### src/rtl/checking_nbits_if.sv
// Button/checker signal bundle for checking_nbits.
// The expected pattern is carried as seq_bits because "sequence" is a reserved word.
interface checking_nbits_if;
  logic       btnR;
  logic       btnL;
  logic       enable;
  logic [2:0] round;
  logic [7:0] seq_bits;
  logic       correct;
  logic       done;
  logic [1:0] led_pressed;
  logic [3:0] index;

  modport master (
    output btnR, btnL, enable, round, seq_bits,
    input  correct, done, led_pressed, index
  );

  modport slave (
    input  btnR, btnL, enable, round, seq_bits,
    output correct, done, led_pressed, index
  );
endinterface

### src/rtl/checking_nbits.sv
// Simon button-entry checker: debounces btnR/btnL and matches presses against a pattern.
// Optional idle timeout is compiled in when CHECK_TIMEOUT_EN is defined.

module checking_nbits_debounce #(
  parameter int DEBOUNCE_CYCLES = 1000000
) (
  input  logic clk,
  input  logic reset,
  input  logic raw,
  output logic level
);
  localparam int CW = $clog2(DEBOUNCE_CYCLES);
  localparam logic [CW-1:0] CNT_LAST = CW'(DEBOUNCE_CYCLES - 1);

  logic          sync_q1;
  logic          sync_q2;
  logic [CW-1:0] cnt;

  // NOTE: reset is synchronous, so it lives inside the clocked branch, not the sensitivity list.
  always_ff @(posedge clk) begin
    if (reset) begin
      sync_q1 <= 1'b0;
      sync_q2 <= 1'b0;
      cnt     <= '0;
      level   <= 1'b0;
    end else begin
      // NOTE: non-blocking assignments make sync_q2 take the old sync_q1, forming a real 2-flop chain.
      sync_q1 <= raw;
      sync_q2 <= sync_q1;
      if (sync_q2 == level) begin
        cnt <= '0;
      end else if (cnt == CNT_LAST) begin
        level <= sync_q2;
        cnt   <= '0;
      end else begin
        cnt <= cnt + 1'b1;
      end
    end
  end
endmodule

module checking_nbits #(
  parameter int DEBOUNCE_CYCLES = 1000000,
  parameter int TIMEOUT_CYCLES  = 500000000
) (
  input logic             clk,
  input logic             reset,
  checking_nbits_if.slave bus
);
  if (DEBOUNCE_CYCLES < 2 || TIMEOUT_CYCLES < 2) begin : g_param_check
    $error("checking_nbits: DEBOUNCE_CYCLES and TIMEOUT_CYCLES must be >= 2");
  end

  logic       lvl_r, lvl_l;
  logic       prev_r, prev_l;
  logic       evt_r, evt_l;
  logic       correct_q, done_q;
  logic [1:0] led_q;
  logic [3:0] index_q;
  logic       bit_match;
  logic       last_bit;
  logic       timeout_hit;

  checking_nbits_debounce #(.DEBOUNCE_CYCLES(DEBOUNCE_CYCLES)) u_deb_r (
    .clk   (clk),
    .reset (reset),
    .raw   (bus.btnR),
    .level (lvl_r)
  );

  checking_nbits_debounce #(.DEBOUNCE_CYCLES(DEBOUNCE_CYCLES)) u_deb_l (
    .clk   (clk),
    .reset (reset),
    .raw   (bus.btnL),
    .level (lvl_l)
  );

  // Edge detectors run regardless of enable, so a press held across enable rising stays silent.
  always_ff @(posedge clk) begin
    if (reset) begin
      prev_r <= 1'b0;
      prev_l <= 1'b0;
    end else begin
      prev_r <= lvl_r;
      prev_l <= lvl_l;
    end
  end

  assign evt_r     = lvl_r & ~prev_r;
  assign evt_l     = lvl_l & ~prev_l;
  // A right press is bit 1, so the pressed bit equals evt_r for a single press.
  assign bit_match = (evt_r == bus.seq_bits[index_q[2:0]]);
  assign last_bit  = (index_q == {1'b0, bus.round});

`ifdef CHECK_TIMEOUT_EN
  localparam int TW = $clog2(TIMEOUT_CYCLES);
  logic [TW-1:0] idle_cnt;

  always_ff @(posedge clk) begin
    if (reset || !bus.enable || evt_r || evt_l) begin
      idle_cnt <= '0;
    end else if (!done_q) begin
      idle_cnt <= idle_cnt + 1'b1;
    end
  end

  assign timeout_hit = (idle_cnt == TW'(TIMEOUT_CYCLES - 1));
`else
  assign timeout_hit = 1'b0;
`endif

  always_ff @(posedge clk) begin
    if (reset || !bus.enable) begin
      correct_q <= 1'b0;
      done_q    <= 1'b0;
      led_q     <= 2'b00;
      index_q   <= 4'd0;
    end else if (done_q) begin
      correct_q <= correct_q;
    end else if (evt_r && evt_l) begin
      led_q     <= 2'b11;
      done_q    <= 1'b1;
      correct_q <= 1'b0;
    end else if (evt_r || evt_l) begin
      led_q <= evt_r ? 2'b01 : 2'b10;
      if (bit_match) begin
        index_q <= index_q + 4'd1;
        if (last_bit) begin
          done_q    <= 1'b1;
          correct_q <= 1'b1;
        end
      end else begin
        done_q    <= 1'b1;
        correct_q <= 1'b0;
      end
    end else if (timeout_hit) begin
      done_q    <= 1'b1;
      correct_q <= 1'b0;
    end
  end

  assign bus.correct     = correct_q;
  assign bus.done        = done_q;
  assign bus.led_pressed = led_q;
  assign bus.index       = index_q;
endmodule

### src/flat_wrapper.sv
// flat-port wrapper written by rule: the top's interface ports become plain ports
module checking_nbits_flat 
#(
  parameter int DEBOUNCE_CYCLES = 1000000,
  parameter int TIMEOUT_CYCLES  = 500000000
)
  (clk, reset, bus_btnR, bus_btnL, bus_enable, bus_round, bus_seq_bits, bus_correct, bus_done, bus_led_pressed, bus_index);
  checking_nbits_if bus_i ();
  input logic clk;
  input logic reset;
  input wire logic [$bits(bus_i.btnR)-1:0] bus_btnR;
  input wire logic [$bits(bus_i.btnL)-1:0] bus_btnL;
  input wire logic [$bits(bus_i.enable)-1:0] bus_enable;
  input wire logic [$bits(bus_i.round)-1:0] bus_round;
  input wire logic [$bits(bus_i.seq_bits)-1:0] bus_seq_bits;
  output wire logic [$bits(bus_i.correct)-1:0] bus_correct;
  output wire logic [$bits(bus_i.done)-1:0] bus_done;
  output wire logic [$bits(bus_i.led_pressed)-1:0] bus_led_pressed;
  output wire logic [$bits(bus_i.index)-1:0] bus_index;
  assign bus_i.btnR = bus_btnR;
  assign bus_i.btnL = bus_btnL;
  assign bus_i.enable = bus_enable;
  assign bus_i.round = bus_round;
  assign bus_i.seq_bits = bus_seq_bits;
  assign bus_correct = bus_i.correct;
  assign bus_done = bus_i.done;
  assign bus_led_pressed = bus_i.led_pressed;
  assign bus_index = bus_i.index;
  checking_nbits #(.DEBOUNCE_CYCLES(DEBOUNCE_CYCLES), .TIMEOUT_CYCLES(TIMEOUT_CYCLES)) u_core (.clk(clk), .reset(reset), .bus(bus_i));
endmodule
### config.mk
export PLATFORM = sky130hd
export DESIGN_NAME = checking_nbits_flat
export DESIGN_NICKNAME = d
export VERILOG_FILES = /design/src/rtl/checking_nbits_if.sv /design/src/rtl/checking_nbits.sv /design/src/flat_wrapper.sv
export SDC_FILE = /design/constraint.sdc
export NUM_CORES = 1
export LEC_CHECK = 0
export CAP_MARGIN = 20
export CORE_ASPECT_RATIO = 0.6
export CORE_MARGIN = 2
export CORE_UTILIZATION = 50
export DETAILED_ROUTE_END_ITERATION = 6
export GPL_ROUTABILITY_DRIVEN = 0
export PLACE_DENSITY = 0.78
export SYNTH_ARGS = -nofsm -noshare
export SYNTH_HDL_FRONTEND = slang
export SYNTH_SLANG_ARGS = --single-unit
### constraint.sdc
create_clock -name clk -period 2.1 [get_ports clk]
set_clock_uncertainty 0.1 [all_clocks]
set_input_delay 0.42 -clock clk [delete_from_list [all_inputs] [get_ports clk]]
set_output_delay 0.42 -clock clk [all_outputs]
set_load 0.02 [all_outputs]
==> summary.txt, run 1 <==
CTS H-tree lvls -> 2
Commonest non-fill, non-tap cell in the layout -> dfxtp_1
Reg2reg setup slack -> 70 ps
Post-Layout Inst Area -> 3110 sq um
Total number of yosys warnings -> 0
Core Region -> 5000 sq um
Max VDD drop -> 0.000448 V
# IOs -> 24
Post-route ant nets -> 0
Top cells by area, synth -> dfxtp_1 (44%), xor2_1 (6.2%), nor2_1 (4.0%)
Reg2Reg Depth -> 4
Max-cap violations -> 0
Fin crit period -> 2060 ps
# port buffers -> 23
Max transition margin -> 70.6%
Fin. Hold Viols -> 0
Internal -> 1380 uW
Clock Power Share -> 34.7%
Antenna violations before repair -> 0
Sw power -> 363 uW
Fin util -> 62.2%
Pwr Density -> 559 nW/um^2
Number of remaining DRC errors -> 0
CTS root buffer -> clkbuf_8
Period utilization -> 98.0%
Syn Nets -> 307
Post-synthesis compound-gate area fraction -> 9.63%
RR Endpoint -> u_core.u_deb_r.level
Worst-margin pin slew -> 436 ps
CTS tree -> yes
CTS Buf Count -> 5
Xor and xnor area share after synthesis -> 8.56%
Seq/Total Area, Yosys -> 43.8%
Most frequent cells in the layout -> dfxtp_1 (55), nor2_1 (27), nand2_1 (25), clkdlybuf4s50_1 (23), buf_4 (20)
Worst Hold Class -> reg2reg
Pre-CTS worst setup slack -> -301 ps
Largest net degree at the start of global routing -> 17
Critical path data arrival time -> 2160 ps
Hold path cells -> 1
Die Area -> 5720 sq um
Total grt overflow -> 0
Reg-to-Reg Start -> u_core.u_deb_r.cnt[10]
CTS clk-pin slew, worst paths -> 90 ps
Syn Inst Count -> 288
WL final -> 5.31 mm
Max Buffers Root-to-Sink -> 2
Area growth, synth to finish -> 21.6%
Post-synth top area share -> 43.8%
Multiplexer share of the synthesized area -> 5.43%
Clk Latency, worst-skew pair -> 300 ps
Main combinational cell family by area after synthesis -> simple AND/OR/NAND/NOR gates
Placed cell area -> 3000 sq um
Power share of the sequential group -> 61.4%
Post-Syn Area -> 2560 sq um
RSZ-0062 raised after global routing -> yes
Final nets -> 350
Max-slew violations -> 0
Flops & latches, synth -> 56
Share of cells above drive strength 1 -> 11.7%
WS Path Type -> in2reg
Die Span X -> 96.4 um
Hold_sp -> u_core.u_deb_r.cnt[0]
Worst Path Required -> 2200 ps
Comb power frac -> 3.9%
HPWL Detailed -> 3.83 mm
PnR worst setup slack -> 42.2 ps
TritonCTS Sinks -> 56
Sw frac -> 20.8%
Mean post-synth cell area -> 8.88 sq um
CP max FO -> 4
Netlist cell types -> 34
Hold_buf cts -> 0
First-pass GRT wire length -> 8.58 mm
Std cell rows -> 20
Drt wl/cell -> 13.3 um
Static Leak -> 0.00106 uW
Synth Area in Simple Gates -> 29.1%
Via density -> 5.51
Drt first pass iters -> 4
Status -> finished, final reports clean
Initial DRC count -> 100
Worst setup EP type -> flop
All-layer global routing usage -> 19.3%
Starting Density -> 51.1%
Adder-Cell Fraction of Synth Area -> 1.47%
Final setup vio count -> 0
Achievable Freq -> 0.486 GHz
Vias in the first global route -> 1925
Via count -> 2192
Hold Path End -> u_core.u_deb_r.cnt[0]
# diodes -> 0
Startpoint Class -> input port
Chip height -> 59.4 um
Hold Slack -> 347 ps
Synth area leader -> dfxtp_1
## metrics by stage
| stage | total power, uW | instances | setup TNS, ps |
|---|---|---|---|
| final | 1740 | 398 | 0 |
| after global routing | 1810 | 398 | -49.1 |
| after CTS | 1760 | 398 | 0 |
| after detailed placement | 1160 | 390 | -1100 |
| after global placement | 1160 | 390 | -854 |
| after floorplan | 1120 | 288 | 0 |
## critical path, cell delays in order
cell and delay (ps):
clkdlybuf4s50_1 400, mux4_2 460, mux2_4 320, mux2_2 290
o221a_2 260
## synthesized netlist by cell type (all sizes together)
library cell and instances:
dfxtp 56, nor2 27, nand2 25, a21oi 19, xor2 18, nand3 17, o21ai 13, nand4 10
nor2b 10, or3 10, or4 10, o31ai 8, xnor2 7, and3 6, clkbuf 6, mux2i 6
inv 5, nand2b 5, and4 4, and2 3, ha 3, mux2 3, and3b 2, buf 2
mux4 2, nor3b 2, nor4 2, o21a 2, nor3 1, nor4b 1, o221a 1, or3b 1
or4bb 1
## flip-flops by register name, indices dropped and copies added (netlist names)
name                    flops
u_core.bus.done             1
u_core.u_deb_r.sync_q2      1
u_core.u_deb_r.level        1
u_core.u_deb_l.cnt         20
u_core.u_deb_r.cnt         20
u_core.bus.index            4
u_core.u_deb_l.level        1
u_core.u_deb_l.sync_q1      1
u_core.u_deb_l.sync_q2      1
u_core.prev_r               1
u_core.u_deb_r.sync_q1      1
u_core.bus.led_pressed      2
u_core.bus.correct          1
u_core.prev_l               1
## worst max-delay path by stage
stage / startpoint / end / slack, ps / cells after the start
after floorplan: u_core.bus.index[0] / u_core.bus.correct / 70 / 4
after global placement: bus_seq_bits[7] / u_core.bus.correct / -270 / 5
after detailed placement: bus_seq_bits[4] / u_core.bus.correct / -300 / 5
after CTS: u_core.u_deb_r.cnt[10] / u_core.u_deb_r.cnt[8] / 30 / 5
after global routing: u_core.u_deb_r.cnt[10] / u_core.u_deb_r.cnt[8] / -10 / 5
final: bus_seq_bits[4] / u_core.bus.correct / 40 / 5
## cell type report
cell class | count | area, sq um
clock inverter | 1 | 7.51
fill | 456 | 1890
clock buffer | 7 | 86.3
timing repair buffer | 44 | 392
sequential | 56 | 1120
inverter | 5 | 18.8
multi-input combinational | 219 | 1400
tap | 66 | 82.6
## what timing repair did
action | CTS | global route
setup buffers | 0 | 0
gates resized for setup | 0 | 5
endpoints found under the setup margin | 0 | 22
## power by group through the flow
stage                     clock [uW]  combinational (uW)  sequential [uW]
after floorplan                    0                26.7             1090
after global placement             0                65.4             1090
after detailed placement           0                66.9             1090
after CTS                        619                67.6             1070
after global routing             664                74.7             1070
final                            603                68.4             1070
## cells by family (layout without fill, tap and decap cells)
logic type | after synthesis | in the layout
adder cells (fa/ha/maj) | 3 | 3
XOR/XNOR | 25 | 25
AO/OA/AOI/OAI | 43 | 43
buffers and inverters | 13 | 57
flip-flops | 56 | 56
multiplexers | 11 | 11
AND/OR/NAND/NOR | 137 | 137
## layer usage
metal / global-route usage (%) / share of wire [%] / wire length [um]
met1: 27.4 / 50 / 2680
met2: 30.1 / 43 / 2280
met3: 4.96 / 6.0 / 320
met4: 3.62 / 0.58 / 31
met5: 0 / 0 / 0
Power figures use the tool's default switching activity.
==> inputs of run 2 (changes only) <==
Settings changed: CELL_PAD_IN_SITES_DETAIL_PLACEMENT set to 0, CELL_PAD_IN_SITES_GLOBAL_PLACEMENT set to 1, CORE_UTILIZATION 50 to 39, PLACE_DENSITY 0.78 to unset, PLACE_DENSITY_LB_ADDON set to 0.1.
==> run 2 against run 1 <==
Net effect: cell count is 5.0% higher; critical endpoint unchanged; combinational power is 1% higher; worst setup slack better by 17 ps; core utilization is 12 points lower.
==> summary.txt, run 2 (synthesis gave the netlist of run 1 again) <==
CTS H-tree lvls -> 2
All-layer global routing usage -> 16.0%
RSZ-0062 raised after global routing -> no
Max Buffers Root-to-Sink -> 2
Reg2Reg Depth -> 5
Worst Hold Class -> reg2reg
Max-cap violations -> 0
Die Span X -> 109 um
Power share of the sequential group -> 61.5%
# port buffers -> 23
Initial DRC count -> 81
Vias in the first global route -> 1852
Post-route ant nets -> 0
First-pass GRT wire length -> 8.94 mm
Period utilization -> 97.2%
Hold_sp -> u_core.u_deb_l.sync_q1
CP max FO -> 3
Worst-margin pin slew -> 410 ps
Comb power frac -> 4.0%
Core Region -> 6220 sq um
Starting Density -> 41.1%
Critical path data arrival time -> 2170 ps
Clock Power Share -> 34.5%
CTS tree -> yes
Antenna violations before repair -> 0
Clk Latency, worst-skew pair -> 320 ps
Cells after DPL -> 409
Via count -> 2143
Commonest non-fill, non-tap cell in the layout -> dfxtp_1
Final Power -> 1740 uW
Std cell rows -> 22
Internal -> 1350 uW
Hold Slack -> 339 ps
Pre-CTS worst setup slack -> -294 ps
Via density -> 5.13
Hold path cells -> 1
Sw frac -> 22.4%
Total grt overflow -> 0
Most frequent cells in the layout -> dfxtp_1 (55), nor2_1 (27), nand2_1 (25), clkdlybuf4s50_1 (23), buf_4 (21)
Reg2reg setup slack -> 70 ps
Worst Path Required -> 2230 ps
Max VDD drop -> 0.000419 V
Drt first pass iters -> 4
Final nets -> 352
Fin. Hold Viols -> 0
CTS Buf Count -> 5
# diodes -> 0
PnR worst setup slack -> 59.4 ps
Max transition margin -> 72.4%
Startpoint Class -> input port
Fin crit period -> 2040 ps
WL final -> 5.42 mm
Drt wl/cell -> 13.0 um
RR Endpoint -> u_core.u_deb_r.cnt[6]
TritonCTS Sinks -> 56
Number of remaining DRC errors -> 0
Max-slew violations -> 0
Status -> finished, final reports clean
Static Leak -> 0.00106 uW
Reg-to-Reg Start -> u_core.u_deb_r.cnt[7]
Worst setup EP type -> flop
Largest net degree at the start of global routing -> 21
Non-filler instance count after layout -> 418
CTS clk-pin slew, worst paths -> 110 ps
Fillers -> 605
Fin util -> 50.6%
Pwr Density -> 552 nW/um^2
Die Area -> 7250 sq um
WS Path Type -> in2reg
# IOs -> 24
Final setup vio count -> 0
Hold Path End -> u_core.u_deb_l.sync_q2
Chip height -> 66.7 um
Achievable Freq -> 0.490 GHz
Sw power -> 388 uW
Area growth, synth to finish -> 23.0%
CTS root buffer -> clkbuf_8
HPWL Detailed -> 3.94 mm
Share of cells above drive strength 1 -> 12.0%
==> run 2: cell types whose count changed in the layout (fill, tap and decap cells not counted), sizes merged <==
cell,previous run,this run
buf,21,23
clkbuf,7,6
clkinv,0,1
==> run 2: routing by layer <==
layer,vias up,GRT usage [%],routed length [um]
li1,1124,-,-
met1,977,24.0,2990
met2,34,21.2,2040
met3,8,4.79,318
met4,0,5.29,70
met5,-,0,0
==> run 2: worst max-delay path by stage <==
stage                                startpoint                endpoint  slack (ps)  cells past startpoint
final                           bus_seq_bits[5]      u_core.bus.correct          60                      5
after global routing      u_core.u_deb_r.cnt[9]   u_core.u_deb_r.cnt[3]           4                      5
after CTS                 u_core.u_deb_r.cnt[7]  u_core.u_deb_r.cnt[10]          30                      5
after detailed placement        bus_seq_bits[5]      u_core.bus.correct        -290                      5
after global placement          bus_seq_bits[7]      u_core.bus.correct        -250                      5
after floorplan             u_core.bus.index[0]      u_core.bus.correct          70                      4
==> run 2: area by class of cell <==
type	count	area (sq um)	share of cell area [%]
tap	84	105	3.34
clock buffer	6	72.6	2.31
multi-input combinational	219	1400	44.5
sequential	56	1120	35.7
clock inverter	2	16.3	0.517
inverter	5	18.8	0.596
timing repair buffer	46	410	13.0
==> run 2: stage by stage <==
step	cell area, sq um	TNS [ps]
floorplan	2560	0
global placement	3030	-888
detailed placement	3030	-1210
CTS	3120	0
global route	3150	0
finish	3150	0
==> run 2: power by group through the flow <==
stage | combinational, uW | sequential, uW | clock (uW)
global placement | 66.7 | 1090 | 0
detailed placement | 67.4 | 1090 | 0
floorplan | 26.7 | 1090 | 0
global route | 75.7 | 1070 | 666
CTS | 67.8 | 1070 | 627
finish | 69.4 | 1070 | 598
==> run 2: what timing repair did <==
action,in CTS,in global routing
setup endpoints to repair,0,20
endpoints found under the hold margin,0,0
setup buffers,0,0
hold buffers,0,0
resized for setup,0,7
==> run 2: worst max-delay path, cell delays in order <==
cell and delay (ps):
clkdlybuf4s50_1 410, mux4_2 470, mux2_2 320, mux2_2 290, o221a_2 260
